**src/rtl/ysyx_040066_trap_ctrl_pkg.sv**
```systemverilog
// Shared constants and types for the trap sequencer.
package ysyx_040066_trap_ctrl_pkg;

  localparam int unsigned XlenDefault     = 64;
  localparam logic [63:0] IrqCauseDefault = 64'h8000_0000_0000_0007;

  // mstatus.MIE and mie.MTIE bit positions
  localparam int unsigned MstatusMieBit = 3;
  localparam int unsigned MieMtieBit    = 7;

  // Sequencer state encodings
  localparam logic [1:0] StIdle  = 2'd0;
  localparam logic [1:0] StDrain = 2'd1;
  localparam logic [1:0] StFire  = 2'd2;

  // What the pending request issues once the pipeline has drained
  typedef enum logic {
    KindTrap = 1'b0,
    KindRet  = 1'b1
  } trap_kind_e;

endpackage

```
**src/rtl/ysyx_040066_trap_ctrl_if.sv**
```systemverilog
// Pipeline/CSR-side signal bundle of the trap sequencer.
interface ysyx_040066_trap_ctrl_if #(
  parameter int unsigned XLEN = 64
);
  // pipeline and CSR file -> sequencer
  logic            exc_valid;
  logic [3:0]      exc_code;
  logic [XLEN-1:0] exc_tval;
  logic [XLEN-1:0] exc_pc;
  logic            mret_req;
  logic            commit_valid;
  logic [XLEN-1:0] commit_npc;
  logic            timer_irq;
  logic [XLEN-1:0] mie;
  logic [XLEN-1:0] mstatus;
  logic            csr_wen;
  logic            mem_busy;
  // sequencer -> CSR file and pipeline
  logic            raise_intr;
  logic [XLEN-1:0] no;
  logic [XLEN-1:0] tval;
  logic [XLEN-1:0] pc;
  logic            ret;
  logic            clear_mip;
  logic            flush;
  logic            stall_fetch;
  logic            busy;

  modport master (
    output exc_valid, exc_code, exc_tval, exc_pc, mret_req, commit_valid, commit_npc,
           timer_irq, mie, mstatus, csr_wen, mem_busy,
    input  raise_intr, no, tval, pc, ret, clear_mip, flush, stall_fetch, busy
  );

  modport slave (
    input  exc_valid, exc_code, exc_tval, exc_pc, mret_req, commit_valid, commit_npc,
           timer_irq, mie, mstatus, csr_wen, mem_busy,
    output raise_intr, no, tval, pc, ret, clear_mip, flush, stall_fetch, busy
  );

endinterface

```
**src/rtl/ysyx_040066_trap_sel.sv**
```systemverilog
// Combinational priority select of the incoming request: exception > mret > interrupt.
module ysyx_040066_trap_sel
  import ysyx_040066_trap_ctrl_pkg::*;
#(
  parameter int unsigned     XLEN      = 64,
  parameter logic [XLEN-1:0] IRQ_CAUSE = XLEN'(IrqCauseDefault)
) (
  input  logic            exc_valid_i,
  input  logic [3:0]      exc_code_i,
  input  logic [XLEN-1:0] exc_tval_i,
  input  logic [XLEN-1:0] exc_pc_i,
  input  logic            mret_req_i,
  input  logic            irq_ok_i,
  input  logic [XLEN-1:0] commit_npc_i,
  output logic            valid_o,
  output trap_kind_e      kind_o,
  output logic            is_irq_o,
  output logic [XLEN-1:0] cause_o,
  output logic [XLEN-1:0] tval_o,
  output logic [XLEN-1:0] pc_o
);

  // Pick the highest-priority request and form its cause/tval/epc
  always_comb begin
    valid_o  = 1'b0;
    kind_o   = KindTrap;
    is_irq_o = 1'b0;
    cause_o  = '0;
    tval_o   = '0;
    pc_o     = '0;
    if (exc_valid_i) begin
      valid_o = 1'b1;
      cause_o = XLEN'(exc_code_i);
      tval_o  = exc_tval_i;
      pc_o    = exc_pc_i;
    end else if (mret_req_i) begin
      valid_o = 1'b1;
      kind_o  = KindRet;
    end else if (irq_ok_i) begin
      valid_o  = 1'b1;
      is_irq_o = 1'b1;
      cause_o  = IRQ_CAUSE;
      // Interrupt returns to the instruction after the one retiring now
      pc_o     = commit_npc_i;
    end
  end

endmodule

```
**src/rtl/ysyx_040066_trap_ctrl.sv**
```systemverilog
// Trap sequencer: captures a trap/mret/timer request, waits for the pipeline to drain,
// then issues a single raise_intr or ret strobe to the CSR file.
module ysyx_040066_trap_ctrl
  import ysyx_040066_trap_ctrl_pkg::*;
#(
  parameter int unsigned     XLEN      = 64,
  parameter logic [XLEN-1:0] IRQ_CAUSE = XLEN'(IrqCauseDefault)
) (
  input  logic                   clk,
  input  logic                   rst,
  ysyx_040066_trap_ctrl_if.slave trap_io
);

  logic [1:0]      state_q, state_d;
  trap_kind_e      kind_q, kind_d;
  logic            is_irq_q, is_irq_d;
  logic            irq_taken_q, irq_taken_d;
  logic [XLEN-1:0] no_q, no_d;
  logic [XLEN-1:0] tval_q, tval_d;
  logic [XLEN-1:0] pc_q, pc_d;

  logic            irq_ok;
  logic            capture;
  logic            fire;
  logic            clr_mip;

  logic            sel_valid;
  trap_kind_e      sel_kind;
  logic            sel_is_irq;
  logic [XLEN-1:0] sel_cause;
  logic [XLEN-1:0] sel_tval;
  logic [XLEN-1:0] sel_pc;

  // Only the MIE/MTIE bits matter; fold the rest so they are visibly consumed
  logic unused_csr_bits;
  assign unused_csr_bits = ^{trap_io.mie, trap_io.mstatus};

  // Timer interrupt is taken at most once per level-high episode
  always_comb begin
    irq_ok = trap_io.timer_irq & trap_io.mstatus[MstatusMieBit] & trap_io.mie[MieMtieBit] &
             trap_io.commit_valid & ~irq_taken_q;
  end

  ysyx_040066_trap_sel #(
    .XLEN      (XLEN),
    .IRQ_CAUSE (IRQ_CAUSE)
  ) u_trap_sel (
    .exc_valid_i  (trap_io.exc_valid),
    .exc_code_i   (trap_io.exc_code),
    .exc_tval_i   (trap_io.exc_tval),
    .exc_pc_i     (trap_io.exc_pc),
    .mret_req_i   (trap_io.mret_req),
    .irq_ok_i     (irq_ok),
    .commit_npc_i (trap_io.commit_npc),
    .valid_o      (sel_valid),
    .kind_o       (sel_kind),
    .is_irq_o     (sel_is_irq),
    .cause_o      (sel_cause),
    .tval_o       (sel_tval),
    .pc_o         (sel_pc)
  );

  // Next state, capture registers and the irq_taken flag
  always_comb begin
    state_d     = state_q;
    kind_d      = kind_q;
    is_irq_d    = is_irq_q;
    no_d        = no_q;
    tval_d      = tval_q;
    pc_d        = pc_q;
    irq_taken_d = irq_taken_q;

    capture = (state_q == StIdle) & sel_valid & ~rst;
    // The CSR file ignores raise_intr during a write, so never fire alongside csr_wen
    fire    = (state_q == StFire) & ~trap_io.csr_wen & ~rst;
    // Deferred by a cycle if it would collide with a trap/ret strobe
    clr_mip = irq_taken_q & ~trap_io.timer_irq & ~fire & ~rst;

    case (state_q)
      StIdle: begin
        if (capture) begin
          state_d  = StDrain;
          kind_d   = sel_kind;
          is_irq_d = sel_is_irq;
          if (sel_kind == KindTrap) begin
            no_d   = sel_cause;
            tval_d = sel_tval;
            pc_d   = sel_pc;
          end
        end
      end
      StDrain: begin
        if (!(trap_io.mem_busy || trap_io.csr_wen)) state_d = StFire;
      end
      StFire: begin
        state_d = trap_io.csr_wen ? StDrain : StIdle;
      end
      default: state_d = StIdle;
    endcase

    if (fire && (kind_q == KindTrap) && is_irq_q) begin
      irq_taken_d = 1'b1;
    end else if (clr_mip) begin
      irq_taken_d = 1'b0;
    end
  end

  // Strobes and pipeline control decoded from the registered state
  always_comb begin
    trap_io.raise_intr  = fire & (kind_q == KindTrap);
    trap_io.ret         = fire & (kind_q == KindRet);
    trap_io.clear_mip   = clr_mip;
    trap_io.busy        = (state_q != StIdle);
    // Flush starts in the capture cycle so the pipeline drops the request at once
    trap_io.flush       = capture | (state_q != StIdle);
    trap_io.stall_fetch = capture | (state_q != StIdle);
    trap_io.no          = no_q;
    trap_io.tval        = tval_q;
    trap_io.pc          = pc_q;
  end

  // State and capture registers with synchronous reset
  always_ff @(posedge clk) begin
    if (rst) begin
      state_q     <= StIdle;
      kind_q      <= KindTrap;
      is_irq_q    <= 1'b0;
      irq_taken_q <= 1'b0;
      no_q        <= '0;
      tval_q      <= '0;
      pc_q        <= '0;
    end else begin
      state_q     <= state_d;
      kind_q      <= kind_d;
      is_irq_q    <= is_irq_d;
      irq_taken_q <= irq_taken_d;
      no_q        <= no_d;
      tval_q      <= tval_d;
      pc_q        <= pc_d;
    end
  end

endmodule

```
**src/flat_wrapper.sv**
```systemverilog
// flat-port wrapper written by rule: the top's interface ports become plain ports
module ysyx_040066_trap_ctrl_flat import ysyx_040066_trap_ctrl_pkg::*;
#(
  parameter int unsigned     XLEN      = 64,
  parameter logic [XLEN-1:0] IRQ_CAUSE = XLEN'(IrqCauseDefault)
)
  (clk, rst, trap_io_exc_valid, trap_io_exc_code, trap_io_exc_tval, trap_io_exc_pc, trap_io_mret_req, trap_io_commit_valid, trap_io_commit_npc, trap_io_timer_irq, trap_io_mie, trap_io_mstatus, trap_io_csr_wen, trap_io_mem_busy, trap_io_raise_intr, trap_io_no, trap_io_tval, trap_io_pc, trap_io_ret, trap_io_clear_mip, trap_io_flush, trap_io_stall_fetch, trap_io_busy);
  ysyx_040066_trap_ctrl_if #(.XLEN(XLEN)) trap_io_i ();
  input  logic clk;
  input  logic rst;
  input wire logic [$bits(trap_io_i.exc_valid)-1:0] trap_io_exc_valid;
  input wire logic [$bits(trap_io_i.exc_code)-1:0] trap_io_exc_code;
  input wire logic [$bits(trap_io_i.exc_tval)-1:0] trap_io_exc_tval;
  input wire logic [$bits(trap_io_i.exc_pc)-1:0] trap_io_exc_pc;
  input wire logic [$bits(trap_io_i.mret_req)-1:0] trap_io_mret_req;
  input wire logic [$bits(trap_io_i.commit_valid)-1:0] trap_io_commit_valid;
  input wire logic [$bits(trap_io_i.commit_npc)-1:0] trap_io_commit_npc;
  input wire logic [$bits(trap_io_i.timer_irq)-1:0] trap_io_timer_irq;
  input wire logic [$bits(trap_io_i.mie)-1:0] trap_io_mie;
  input wire logic [$bits(trap_io_i.mstatus)-1:0] trap_io_mstatus;
  input wire logic [$bits(trap_io_i.csr_wen)-1:0] trap_io_csr_wen;
  input wire logic [$bits(trap_io_i.mem_busy)-1:0] trap_io_mem_busy;
  output wire logic [$bits(trap_io_i.raise_intr)-1:0] trap_io_raise_intr;
  output wire logic [$bits(trap_io_i.no)-1:0] trap_io_no;
  output wire logic [$bits(trap_io_i.tval)-1:0] trap_io_tval;
  output wire logic [$bits(trap_io_i.pc)-1:0] trap_io_pc;
  output wire logic [$bits(trap_io_i.ret)-1:0] trap_io_ret;
  output wire logic [$bits(trap_io_i.clear_mip)-1:0] trap_io_clear_mip;
  output wire logic [$bits(trap_io_i.flush)-1:0] trap_io_flush;
  output wire logic [$bits(trap_io_i.stall_fetch)-1:0] trap_io_stall_fetch;
  output wire logic [$bits(trap_io_i.busy)-1:0] trap_io_busy;
  assign trap_io_i.exc_valid = trap_io_exc_valid;
  assign trap_io_i.exc_code = trap_io_exc_code;
  assign trap_io_i.exc_tval = trap_io_exc_tval;
  assign trap_io_i.exc_pc = trap_io_exc_pc;
  assign trap_io_i.mret_req = trap_io_mret_req;
  assign trap_io_i.commit_valid = trap_io_commit_valid;
  assign trap_io_i.commit_npc = trap_io_commit_npc;
  assign trap_io_i.timer_irq = trap_io_timer_irq;
  assign trap_io_i.mie = trap_io_mie;
  assign trap_io_i.mstatus = trap_io_mstatus;
  assign trap_io_i.csr_wen = trap_io_csr_wen;
  assign trap_io_i.mem_busy = trap_io_mem_busy;
  assign trap_io_raise_intr = trap_io_i.raise_intr;
  assign trap_io_no = trap_io_i.no;
  assign trap_io_tval = trap_io_i.tval;
  assign trap_io_pc = trap_io_i.pc;
  assign trap_io_ret = trap_io_i.ret;
  assign trap_io_clear_mip = trap_io_i.clear_mip;
  assign trap_io_flush = trap_io_i.flush;
  assign trap_io_stall_fetch = trap_io_i.stall_fetch;
  assign trap_io_busy = trap_io_i.busy;
  ysyx_040066_trap_ctrl #(.XLEN(XLEN), .IRQ_CAUSE(IRQ_CAUSE)) u_core (.clk(clk), .rst(rst), .trap_io(trap_io_i));
endmodule
```
**config.mk**
```make
export PLATFORM = sky130hd
export DESIGN_NAME = ysyx_040066_trap_ctrl_flat
export DESIGN_NICKNAME = d
export VERILOG_FILES = /design/src/rtl/ysyx_040066_trap_ctrl_pkg.sv /design/src/rtl/ysyx_040066_trap_ctrl_if.sv /design/src/rtl/ysyx_040066_trap_sel.sv /design/src/rtl/ysyx_040066_trap_ctrl.sv /design/src/flat_wrapper.sv
export SDC_FILE = /design/constraint.sdc
export NUM_CORES = 1
export LEC_CHECK = 0
export BUFFER_PORTS_ARGS = -buffer_cell sky130_fd_sc_hd__buf_2
export CORE_AREA = 2 2 204 206
export CTS_CLUSTER_DIAMETER = 150
export DETAILED_ROUTE_END_ITERATION = 16
export DIE_AREA = 0 0 206 208
export GPL_TIMING_DRIVEN = 1
export PLACE_DENSITY = 0.5
export SETUP_SLACK_MARGIN = 0.3
export SKIP_CTS_REPAIR_TIMING = 1
export SYNTH_ARGS = -nofsm -noshare
export SYNTH_HDL_FRONTEND = slang
export SYNTH_SLANG_ARGS = --single-unit
```
**constraint.sdc**
```tcl
create_clock -name clk -period 1.25 [get_ports clk]
set_input_delay 0.25 -clock clk [delete_from_list [all_inputs] [get_ports clk]]
set_output_delay 0.25 -clock clk [all_outputs]
set_load 0.005 [all_outputs]
```
==> impl_summary.log, run 1 <==
INFO  metric p_int = 9.72 mW
INFO  metric placement_row_count = 74
INFO  metric cp_cell_sequence = buf_6 > nor4b_4 > and2_4 > buf_6
INFO  metric routed_wire_length_per_instance = 17.6 um
INFO  metric power_density = 1170 nW/um^2
INFO  metric fp.dieArea = 42800 um^2
INFO  metric post_drt_via_cell_ratio = 4.00
INFO  metric die_y = 208 um
INFO  metric synth.lib_cells_used.distinct = 33
INFO  metric start_util = 14.8%
INFO  metric power_frac_seq = 37.5%
INFO  metric synth.top_cells.by_area = sky130_fd_sc_hd__dfxtp_1, sky130_fd_sc_hd__a211oi_2, sky130_fd_sc_hd__a22o_1
INFO  metric total_switching_power = 3.70 mW
INFO  metric synth.yosys.warnings = 0
INFO  metric grt_first_pass_wirelength = 32800 um
INFO  metric top_signal_layer_used = met5
INFO  metric power_frac_clock = 39.4%
INFO  metric end_kind = output pin
INFO  metric crit_type = flop to output pin
INFO  metric fin_skew = 0.0114 ns
INFO  metric timing.critical_path.mode_cell = sky130_fd_sc_hd__buf_6
INFO  metric grt-ovfl-total = 0
INFO  metric final.setup.worst_slack = -0.575 ns
INFO  metric run_status = complete, but fails checks
INFO  metric synth_top_flop_cell = sky130_fd_sc_hd__dfxtp_1
INFO  metric worst_path_largest_cell_delay = 0.34 ns
INFO  metric num_io_pins = 530
INFO  metric grt_pass1_vias = 5652
INFO  metric startpoint_type = flop
INFO  metric setup-violations-final = 142
INFO  metric detailedPlacementHpwl = 16500 um
INFO  metric netSwitchingFraction = 27.6%
INFO  metric antenna_left = 0
INFO  metric cp_data_required_time = 1.00 ns
INFO  metric gpl.final_weighted_congestion = 0.744
INFO  metric grt_start_max_net_pins = 55
INFO  metric violations = setup timing
INFO  metric met1_length = 10700 um
INFO  metric drc_errors = 0
INFO  metric leakage = 4.94 nW
INFO  metric drt_pass1_iterations = 4
INFO  metric timing.setup.tns = -50.58 ns
INFO  metric synth_enable_flop_cells = 0
INFO  metric post-route-period-util = 146%
INFO  metric regToRegEndpoint = u_core.trap_io.pc[18]
INFO  metric numClockSinks = 138
INFO  metric register_area = 2940 um^2
INFO  metric insertion_delay = 0.48 ns
INFO  metric port_buffers = 344
INFO  metric slew_violations = 0
INFO  metric hp-start = trap_io_exc_tval[14]
INFO  metric htree_num_levels = 4
INFO  metric syn_area_per_cell = 10.8 um^2
INFO  metric netlist_instances = 556
INFO  metric top_cell_family_by_delay_on_the_critical_path = simple AND/OR/NAND/NOR gates
INFO  metric die_w = 206 um
INFO  metric dp_cells = 1426
INFO  metric met3_wirelength = 2150 um
INFO  metric finalWirelength = 27800 um
INFO  metric cpMaxStageDelayCell = sky130_fd_sc_hd__dfxtp_2
INFO  metric achievable_frequency = 548 MHz
INFO  metric ys_seq_area_share = 46.2%
INFO  metric worst-path-max-fanout = 3
INFO  metric grt_setup_unrepaired = true
INFO  metric final_hold_viol_count = 0
INFO  metric yosys.area.top_type = sky130_fd_sc_hd__dfxtp_1
INFO  metric layout_min_cycle_time = 1.82 ns
INFO  metric reg2reg_setup_slack = -0.42 ns
INFO  metric rr_startpoint = u_core.irq_taken_q
INFO  metric fin_cells = 1574
INFO  metric multiInputGateArea = 2890 um^2
INFO  metric syn_area = 5980 um^2
INFO  metric antenna_found_initial = 3
INFO  metric core-area = 40600 um^2
INFO  metric min_delay_path_depth = 2
INFO  metric vdd_ir_drop_max = 0.603 mV
INFO  metric preCtsSetupSlack = -0.391 ns
INFO  metric num-nets-final = 1360
INFO  metric drive_gt1_share = 70.2%
INFO  metric wl_met2 = 14300 um
INFO  metric final.fill_count = 4188
INFO  metric layout-area-overhead-vs-synth = 92.0%
INFO  metric worstPathArrival = 1.57 ns
INFO  metric yosys.cell_count.top_type = sky130_fd_sc_hd__dfxtp_1
INFO  metric routed-via-count = 6298
INFO  metric synth_top_area_share = 46.2%
INFO  metric drt-initial-drc-count = 223
INFO  metric worstHoldEndpoint = u_core.trap_io.tval[14]
INFO  metric r2r.worst_path.cells = 8
INFO  metric cts_root_buffer = sky130_fd_sc_hd__clkbuf_16
INFO  metric finalPower = 13.4 mW
INFO  metric share_comb_of_total_power = 23.1%
INFO  metric synthArstFlopShare = 0%
INFO  metric min_path_type = input port to flop
INFO  metric postSynthRegisterBits = 138
INFO  metric tritoncts = built
INFO  metric maxCapViolCount = 0
INFO  metric cp_num_buf_inv = 2
INFO  metric worst_setup_hold_path_clk_slew = 0.07 ns
INFO  metric ctsLongestPathBuffers = 2
INFO  metric synthTopCellsByCount = sky130_fd_sc_hd__dfxtp_1, sky130_fd_sc_hd__a21oi_1, sky130_fd_sc_hd__a22o_1
INFO  metric cts_buffers = 17
INFO  metric grtUsageTotal = 10.5%
power groups by stage:
stage,combinational [mW],clock (mW),sequential [mW]
floorplan,1.21,0,5.03
global placement,2.19,0,5.01
detailed placement,2.19,0,5.01
CTS,2.20,5.53,4.92
global route,3.34,5.63,5.06
finish,3.11,5.28,5.03
per-layer routing:
metal  vias up  global-route usage [%]
met5         -                       0
met4         2                    5.94
met3        37                    4.50
met2       303                    17.7
met1      2994                    10.9
li1       2962                       -
worst max path at each step:
stage	end	cells after the start	slack (ns)	start
2_1_floorplan	u_core.trap_io.pc[0]	6	-0.07	u_core.irq_taken_q
3_3_place_gp	u_core.state_q[0]	6	-0.41	trap_io_mstatus[3]
3_5_place_dp	u_core.trap_io.pc[45]	6	-0.39	rst
4_1_cts	trap_io_stall_fetch	4	-0.72	u_core.state_q[1]
5_1_grt	trap_io_raise_intr	4	-0.65	u_core.state_q[0]
6_report	trap_io_raise_intr	4	-0.57	u_core.state_q[0]
sequential cells by signal (all words and copies together), names as in the netlist:
register / count
u_core.state_q: 2
u_core.trap_io.tval: 64
u_core.trap_io.no: 5
u_core.kind_q: 1
u_core.irq_taken_q: 1
u_core.is_irq_q: 1
u_core.trap_io.pc: 64
metrics by stage:
| stage | utilization (%) | area (um^2) | hold slack [ns] |
|---|---|---|---|
| 2_1_floorplan | - | 6330 | 0.383 |
| 3_3_place_gp | 20.8 | 8450 | 0.450 |
| 3_5_place_dp | 20.8 | 8450 | 0.449 |
| 4_1_cts | 22.3 | 9050 | -0.0799 |
| 5_1_grt | 28.3 | 11500 | 0.000712 |
| 6_report | 28.3 | 11500 | 0.0125 |
final cells by class:
type	instances	share of cell area [%]
repair buffers	512	38.2
flip-flops and latches	138	25.6
multi-input cells	355	25.1
well taps	532	5.79
clock buffers	22	4.21
clock inverters	10	1.01
inverters	4	0.131
diodes	1	0.0218
kinds of logic (layout without fill, tap and decap cells):
| group | after synthesis | in the layout | synth area share [%] |
|---|---|---|---|
| AO/OA/AOI/OAI | 270 | 270 | 37.6 |
| buffers and inverters | 121 | 548 | 13.4 |
| flip-flops | 138 | 138 | 46.2 |
| other | 1 | 60 | 0.0627 |
| AND/OR/NAND/NOR | 26 | 26 | 2.74 |
cells in the final DEF, fill, tap and decap left out, types with 34 or more instances in the layout:
master                          instances
sky130_fd_sc_hd__buf_2                266
sky130_fd_sc_hd__dfxtp_2              135
sky130_fd_sc_hd__buf_6                 99
sky130_fd_sc_hd__a22o_1                65
sky130_fd_sc_hd__a211oi_2              64
sky130_fd_sc_hd__a21oi_1               61
sky130_fd_sc_hd__conb_1                59
sky130_fd_sc_hd__dlygate4sd3_1         59
sky130_fd_sc_hd__a22oi_1               49
sky130_fd_sc_hd__buf_4                 37
sky130_fd_sc_hd__clkbuf_16             34
Power figures use the tool's default switching activity.
==> inputs of run 2 (changes only) <==
--- a/config.mk
+++ b/config.mk
@@ -7,12 +7,12 @@
 export LEC_CHECK = 0
 export BUFFER_PORTS_ARGS = -buffer_cell sky130_fd_sc_hd__buf_2
 export CORE_AREA = 2 2 204 206
-export CTS_CLUSTER_DIAMETER = 150
+export CTS_CLUSTER_DIAMETER = 60
 export DETAILED_ROUTE_END_ITERATION = 16
 export DIE_AREA = 0 0 206 208
 export GPL_TIMING_DRIVEN = 1
 export PLACE_DENSITY = 0.5
-export SETUP_SLACK_MARGIN = 0.3
+export SETUP_SLACK_MARGIN = 0.02
 export SKIP_CTS_REPAIR_TIMING = 1
 export SYNTH_ARGS = -nofsm -noshare
 export SYNTH_HDL_FRONTEND = slang
==> constraint.sdc (replaced) <==
create_clock -name clk -period 1.25 [get_ports clk]
set_input_delay 0.25 -clock clk [delete_from_list [all_inputs] [get_ports clk]]
set_output_delay 0.25 -clock clk [all_outputs]
set_load 0.05 [all_outputs]
==> run 2 against run 1 <==
The run still ends with setup timing left. Sequential cell count did not move. Clock skew shrank 0.0046 ns. Register-to-register slack hardly changed. Wire length increased by 0.48%. Global-route usage is 0.84 points lower. Worst hold slack better by 0.0085 ns. Critical path type unchanged. Power up 16%. Critical path depth did not move. Final cell count is 2.7% lower. Sequential share of layout area is 0.73 points lower. Clock-buffer cell count decreased by 4.
==> impl_summary.log, run 2 (same netlist as run 1, synthesis figures left out) <==
INFO  metric die_y = 208 um
INFO  metric placement_row_count = 74
INFO  metric multiInputGateArea = 2960 um^2
INFO  metric run_status = complete, but fails checks
INFO  metric hp-start = trap_io_exc_tval[40]
INFO  metric grt_start_max_net_pins = 51
INFO  metric gpl.final_weighted_congestion = 0.749
INFO  metric insertion_delay = 0.45 ns
INFO  metric final.fill_count = 4104
INFO  metric cts_buffers = 17
INFO  metric drive_gt1_share = 74.1%
INFO  metric power_density = 1310 nW/um^2
INFO  metric rr_startpoint = u_core.irq_taken_q
INFO  metric leakage = 4.95 nW
INFO  metric power_frac_clock = 35.5%
INFO  metric final_hold_viol_count = 0
INFO  metric ctsLongestPathBuffers = 2
INFO  metric tightest_slew = 0.707 ns
INFO  metric core-area = 40600 um^2
INFO  metric violations = setup timing
INFO  metric drt-initial-drc-count = 225
INFO  metric share_comb_of_total_power = 31.7%
INFO  metric crit_type = flop to output pin
INFO  metric final.setup.worst_slack = -0.551 ns
INFO  metric detailedPlacementHpwl = 15900 um
INFO  metric port_buffers = 344
INFO  metric timing.setup.tns = -48.88 ns
INFO  metric top_library_cells_by_usage_in_the_layout_fill_and_taps_aside = sky130_fd_sc_hd__buf_2, sky130_fd_sc_hd__dfxtp_2, sky130_fd_sc_hd__buf_8, sky130_fd_sc_hd__a22o_1, sky130_fd_sc_hd__a211oi_2
INFO  metric globalRouteMet2Util = 17.4%
INFO  metric layout_commonest_cell = sky130_fd_sc_hd__buf_2
INFO  metric netSwitchingFraction = 34.0%
INFO  metric p_int = 10.3 mW
INFO  metric maxCapViolCount = 0
INFO  metric slew_headroom = 52.9%
INFO  metric worst_setup_hold_path_clk_slew = 0.06 ns
INFO  metric cts_root_buffer = sky130_fd_sc_hd__clkbuf_16
INFO  metric grtUsageTotal = 9.67%
INFO  metric startpoint_type = flop
INFO  metric layout-area-overhead-vs-synth = 98.6%
INFO  metric finalWirelength = 27900 um
INFO  metric routed_wire_length_per_instance = 18.2 um
INFO  metric numClockSinks = 138
INFO  metric use_met3 = 4.39%
INFO  metric drc_errors = 0
INFO  metric total_switching_power = 5.32 mW
INFO  metric antenna_found_initial = 1
INFO  metric grt_util_met1 = 9.85%
INFO  metric grt-ovfl-total = 0
INFO  metric worstPathArrival = 1.55 ns
INFO  metric antenna_left = 0
INFO  metric drt_pass1_iterations = 4
INFO  metric power_frac_seq = 32.8%
INFO  metric achievable_frequency = 555 MHz
INFO  metric grt_first_pass_wirelength = 30900 um
INFO  metric post-route-period-util = 144%
INFO  metric num_io_pins = 530
INFO  metric fin_skew = 0.00679 ns
INFO  metric end_kind = output pin
INFO  metric slew_violations = 0
INFO  metric cp_data_required_time = 1.00 ns
INFO  metric grt_pass1_vias = 5542
INFO  metric fp.dieArea = 42800 um^2
INFO  metric htree_num_levels = 4
INFO  metric layout_min_cycle_time = 1.80 ns
INFO  metric setup-violations-final = 142
INFO  metric register_area = 2950 um^2
INFO  metric grt_setup_unrepaired = true
INFO  metric vdd_ir_drop_max = 0.831 mV
INFO  metric worst-path-max-fanout = 4
INFO  metric post_drt_via_cell_ratio = 4.01
INFO  metric fin_worst_hold_slack = 0.0210 ns
INFO  metric die_w = 206 um
INFO  metric min_path_type = input port to flop
INFO  metric routed-via-count = 6142
INFO  metric num-nets-final = 1317
INFO  metric start_util = 14.8%
INFO  metric tritoncts = built
INFO  metric globalRoute.busiestLayer = met2
INFO  metric worstSetupStartpoint = u_core.state_q[1]
## run 2: cell types whose count changed in the layout (fill, tap and decap cells not counted), moves of 14 or more
cell,before,now
sky130_fd_sc_hd__buf_2,266,205
sky130_fd_sc_hd__buf_4,37,51
sky130_fd_sc_hd__buf_6,99,40
sky130_fd_sc_hd__buf_8,9,124
sky130_fd_sc_hd__dlygate4sd3_1,59,11
## run 2: cell type report
type	count	area share (%)
clock buffer	18	3.69
clock inverter	14	1.63
timing repair buffer	468	39.2
multi-input combinational	356	24.9
inverter	4	0.126
antenna	1	0.0211
tap	532	5.60
sequential	138	24.8
## run 2: stage by stage
step	setup slack (ns)	util (%)	area [um^2]	instances	power (mW)
finish	-0.551	29.3	11900	1531	15.6
global route	-0.657	29.3	11900	1530	16.3
CTS	-0.689	22.3	9050	1457	14.3
detailed placement	-0.381	20.7	8410	1425	8.65
global placement	-0.379	20.7	8410	1425	8.65
floorplan	-0.272	-	6350	614	7.77
## run 2: worst max-delay path, stage by stage, from the launching register on
cell and delay, ns:
sky130_fd_sc_hd__dfxtp_2 0.35, sky130_fd_sc_hd__nor4b_4 0.13, sky130_fd_sc_hd__buf_4 0.15, sky130_fd_sc_hd__nor4b_4 0.29
sky130_fd_sc_hd__buf_12 0.18
## run 2: power by group through the flow
stage          Clock (mW)  Sequential, mW  Combinational [mW]
2_1_floorplan           0            6.14                1.63
3_3_place_gp            0            5.00                3.65
3_5_place_dp            0            5.00                3.65
4_1_cts              5.77            4.91                3.66
5_1_grt              5.92            5.15                5.18
6_report             5.55            5.12                4.95
## run 2: worst paths after layout
check                             to  slack [ns]  cells past startpoint
max reg2reg    u_core.trap_io.pc[15]       -0.42                      8
max                trap_io_clear_mip       -0.55                      4
min reg2reg  u_core.trap_io.tval[43]        0.47                      1
min          u_core.trap_io.tval[40]        0.02                      2
## run 2: metal layers
| layer | routed length [um] | vias to the layer above |
|---|---|---|
| li1 | - | 2865 |
| met1 | 10000 | 2906 |
| met2 | 15200 | 334 |
| met3 | 2210 | 37 |
| met4 | 552 | 0 |
| met5 | 0 | - |
==> inputs of run 3 (changes only) <==
--- a/config.mk
+++ b/config.mk
@@ -6,12 +6,13 @@
 export NUM_CORES = 1
 export LEC_CHECK = 0
 export BUFFER_PORTS_ARGS = -buffer_cell sky130_fd_sc_hd__buf_2
-export CORE_AREA = 2 2 204 206
+export CORE_AREA = 2 2 207 209
+export CTS_BUF_LIST = sky130_fd_sc_hd__clkbuf_8
 export CTS_CLUSTER_DIAMETER = 60
 export DETAILED_ROUTE_END_ITERATION = 16
-export DIE_AREA = 0 0 206 208
+export DIE_AREA = 0 0 209 211
 export GPL_TIMING_DRIVEN = 1
-export PLACE_DENSITY = 0.5
+export PLACE_DENSITY = 0.49
 export SETUP_SLACK_MARGIN = 0.02
 export SKIP_CTS_REPAIR_TIMING = 1
 export SYNTH_ARGS = -nofsm -noshare
==> run 3 against run 2 <==
The flow still finishes with violations (setup timing). Combinational power shrank 2%. Final cell count grew 3.1%. Sequential share of layout area grew 0.36 points. Global-route usage grew 0.31 points. Design area shrank 1.2%. Sequential power is essentially flat. Clock skew grew 0.0045 ns. Non-clock buffer count grew 42. Critical path depth is the same. Highest routed layer is now met5.
==> impl_summary.log, run 3 (same netlist as run 1, synthesis figures left out) <==
INFO  metric final.fill_count = 4254
INFO  metric die_y = 211 um
INFO  metric grt-ovfl-total = 0
INFO  metric worst-path-max-fanout = 5
INFO  metric power_frac_seq = 36.7%
INFO  metric port_buffers = 344
INFO  metric leakage = 4.91 nW
INFO  metric rr_startpoint = u_core.state_q[0]
INFO  metric tightest_slew = 0.569 ns
INFO  metric insertion_delay = 0.54 ns
INFO  metric violations = setup timing
INFO  metric run_status = complete, but fails checks
INFO  metric dp_cells = 1432
INFO  metric cp_cell_sequence = nor4b_4 > buf_4 > nor4b_4 > buf_12
INFO  metric top_cell_family_by_delay_on_the_critical_path = simple AND/OR/NAND/NOR gates
INFO  metric num_io_pins = 530
INFO  metric p_int = 8.87 mW
INFO  metric achievable_frequency = 516 MHz
INFO  metric post-route-period-util = 155%
INFO  metric met1_length = 10400 um
INFO  metric hp-start = trap_io_commit_npc[62]
INFO  metric num-nets-final = 1359
INFO  metric worstSetupStartpoint = u_core.state_q[1]
INFO  metric power_frac_clock = 28.6%
INFO  metric detailedPlacementHpwl = 16900 um
INFO  metric layout-area-overhead-vs-synth = 96.3%
INFO  metric share_comb_of_total_power = 34.7%
INFO  metric top_library_cells_by_usage_in_the_layout_fill_and_taps_aside = sky130_fd_sc_hd__buf_2, sky130_fd_sc_hd__dfxtp_2, sky130_fd_sc_hd__buf_8, sky130_fd_sc_hd__dlygate4sd3_1
INFO  metric final.setup.worst_slack = -0.689 ns
INFO  metric worst_setup_hold_path_clk_slew = 0.08 ns
INFO  metric grt_start_max_net_pins = 65
INFO  metric cp_data_required_time = 1.00 ns
INFO  metric gpl.final_weighted_congestion = 0.725
INFO  metric inserted_diodes = 0
INFO  metric final_hold_viol_count = 0
INFO  metric finalWirelength = 27400 um
INFO  metric grtUsageTotal = 9.97%
INFO  metric layout_min_cycle_time = 1.94 ns
INFO  metric core-area = 41800 um^2
INFO  metric grt_first_pass_wirelength = 31800 um
INFO  metric timing.critical_path.mode_cell = sky130_fd_sc_hd__nor4b_4
INFO  metric finalPower = 13.9 mW
INFO  metric post_drt_via_cell_ratio = 4.01
INFO  metric grt_setup_unrepaired = true
INFO  metric routed-via-count = 6329
INFO  metric startpoint_type = flop
INFO  metric drive_gt1_share = 67.3%
INFO  metric drc_errors = 0
INFO  metric cts_buffers = 17
INFO  metric fin_cells = 1579
INFO  metric setup-violations-final = 275
INFO  metric antenna_found_initial = 1
INFO  metric worstPathArrival = 1.69 ns
INFO  metric die_w = 209 um
INFO  metric htree_num_levels = 4
INFO  metric total_switching_power = 5.05 mW
INFO  metric antenna_left = 0
INFO  metric placement_row_count = 75
INFO  metric min_path_type = input port to flop
INFO  metric cpMaxStageDelayCell = sky130_fd_sc_hd__dfxtp_4
INFO  metric grt_pass1_vias = 5521
INFO  metric fin_skew = 0.0113 ns
INFO  metric crit_type = flop to output pin
INFO  metric timing.setup.tns = -37.50 ns
INFO  metric maxCapViolCount = 0
INFO  metric drt-initial-drc-count = 302
INFO  metric wl_met2 = 14000 um
INFO  metric cts_root_buffer = sky130_fd_sc_hd__clkbuf_8
INFO  metric start_util = 14.3%
INFO  metric slew_headroom = 62.1%
INFO  metric fp.dieArea = 44100 um^2
INFO  metric netSwitchingFraction = 36.3%
INFO  metric worst_path_largest_cell_delay = 0.37 ns
INFO  metric power_density = 1190 nW/um^2
INFO  metric slew_violations = 0
INFO  metric drt_pass1_iterations = 4
INFO  metric met3_wirelength = 2200 um
INFO  metric tritoncts = built
INFO  metric cp_num_buf_inv = 2
INFO  metric end_kind = output pin
INFO  metric vdd_ir_drop_max = 0.577 mV
INFO  metric top_signal_layer_used = met5
INFO  metric ctsLongestPathBuffers = 2
INFO  metric routed_wire_length_per_instance = 17.4 um
INFO  metric layout_commonest_cell = sky130_fd_sc_hd__buf_2
INFO  metric numClockSinks = 138
==> run 3: path summary, 6_finish.rpt <==
kind | endpoint | slack, ns | cells after the start
setup / recovery | trap_io_clear_mip | -0.69 | 4
hold / removal | u_core.trap_io.pc[62] | 0.06 | 3
hold reg to reg | u_core.irq_taken_q | 0.47 | 2
setup reg to reg | u_core.trap_io.pc[16] | -0.28 | 7
==> run 3: through the flow <==
| step | util, % | hold slack (ns) | setup WS, ns | cell area, um^2 |
|---|---|---|---|---|
| 6_report | 28.1 | 0.0587 | -0.689 | 11700 |
| 5_1_grt | 28.1 | 0.0424 | -0.794 | 11700 |
| 4_1_cts | 21.2 | -0.171 | -0.807 | 8850 |
| 3_5_place_dp | 20.2 | 0.450 | -0.385 | 8430 |
| 3_3_place_gp | 20.2 | 0.451 | -0.348 | 8430 |
| 2_1_floorplan | - | 0.383 | -0.272 | 6350 |
==> run 3: power groups by stage <==
stage                     combinational (mW)  clock, mW  sequential, mW
after floorplan                         1.63          0            6.14
final                                   4.83       3.98            5.11
after global routing                    5.06       4.30            5.15
after global placement                  3.63          0            5.02
after detailed placement                3.65          0            5.01
after CTS                               3.66       4.25            4.92
==> run 3: final cells by class <==
cell class | count | area (um^2) | share of cell area [%]
timing repair buffer | 510 | 4880 | 41.6
tap | 539 | 674 | 5.74
sequential | 138 | 2960 | 25.2
clock inverter | 13 | 150 | 1.28
multi-input combinational | 356 | 2800 | 23.9
inverter | 4 | 15.0 | 0.128
clock buffer | 19 | 262 | 2.23
==> run 3: worst register-to-register path: cells and delay by family, from the launching register on <==
| family | cells | cell delay (ns) |
|---|---|---|
| flops | 1 | 0.37 |
| buf+inv | 4 | 0.55 |
| compound gates | 2 | 0.32 |
| simple gates | 1 | 0.20 |
==> run 3: layer usage <==
layer	track usage, %	vias to the layer above
met5	0	-
met3	4.43	48
met4	5.59	2
met1	10.2	2999
li1	-	2944
met2	17.0	336
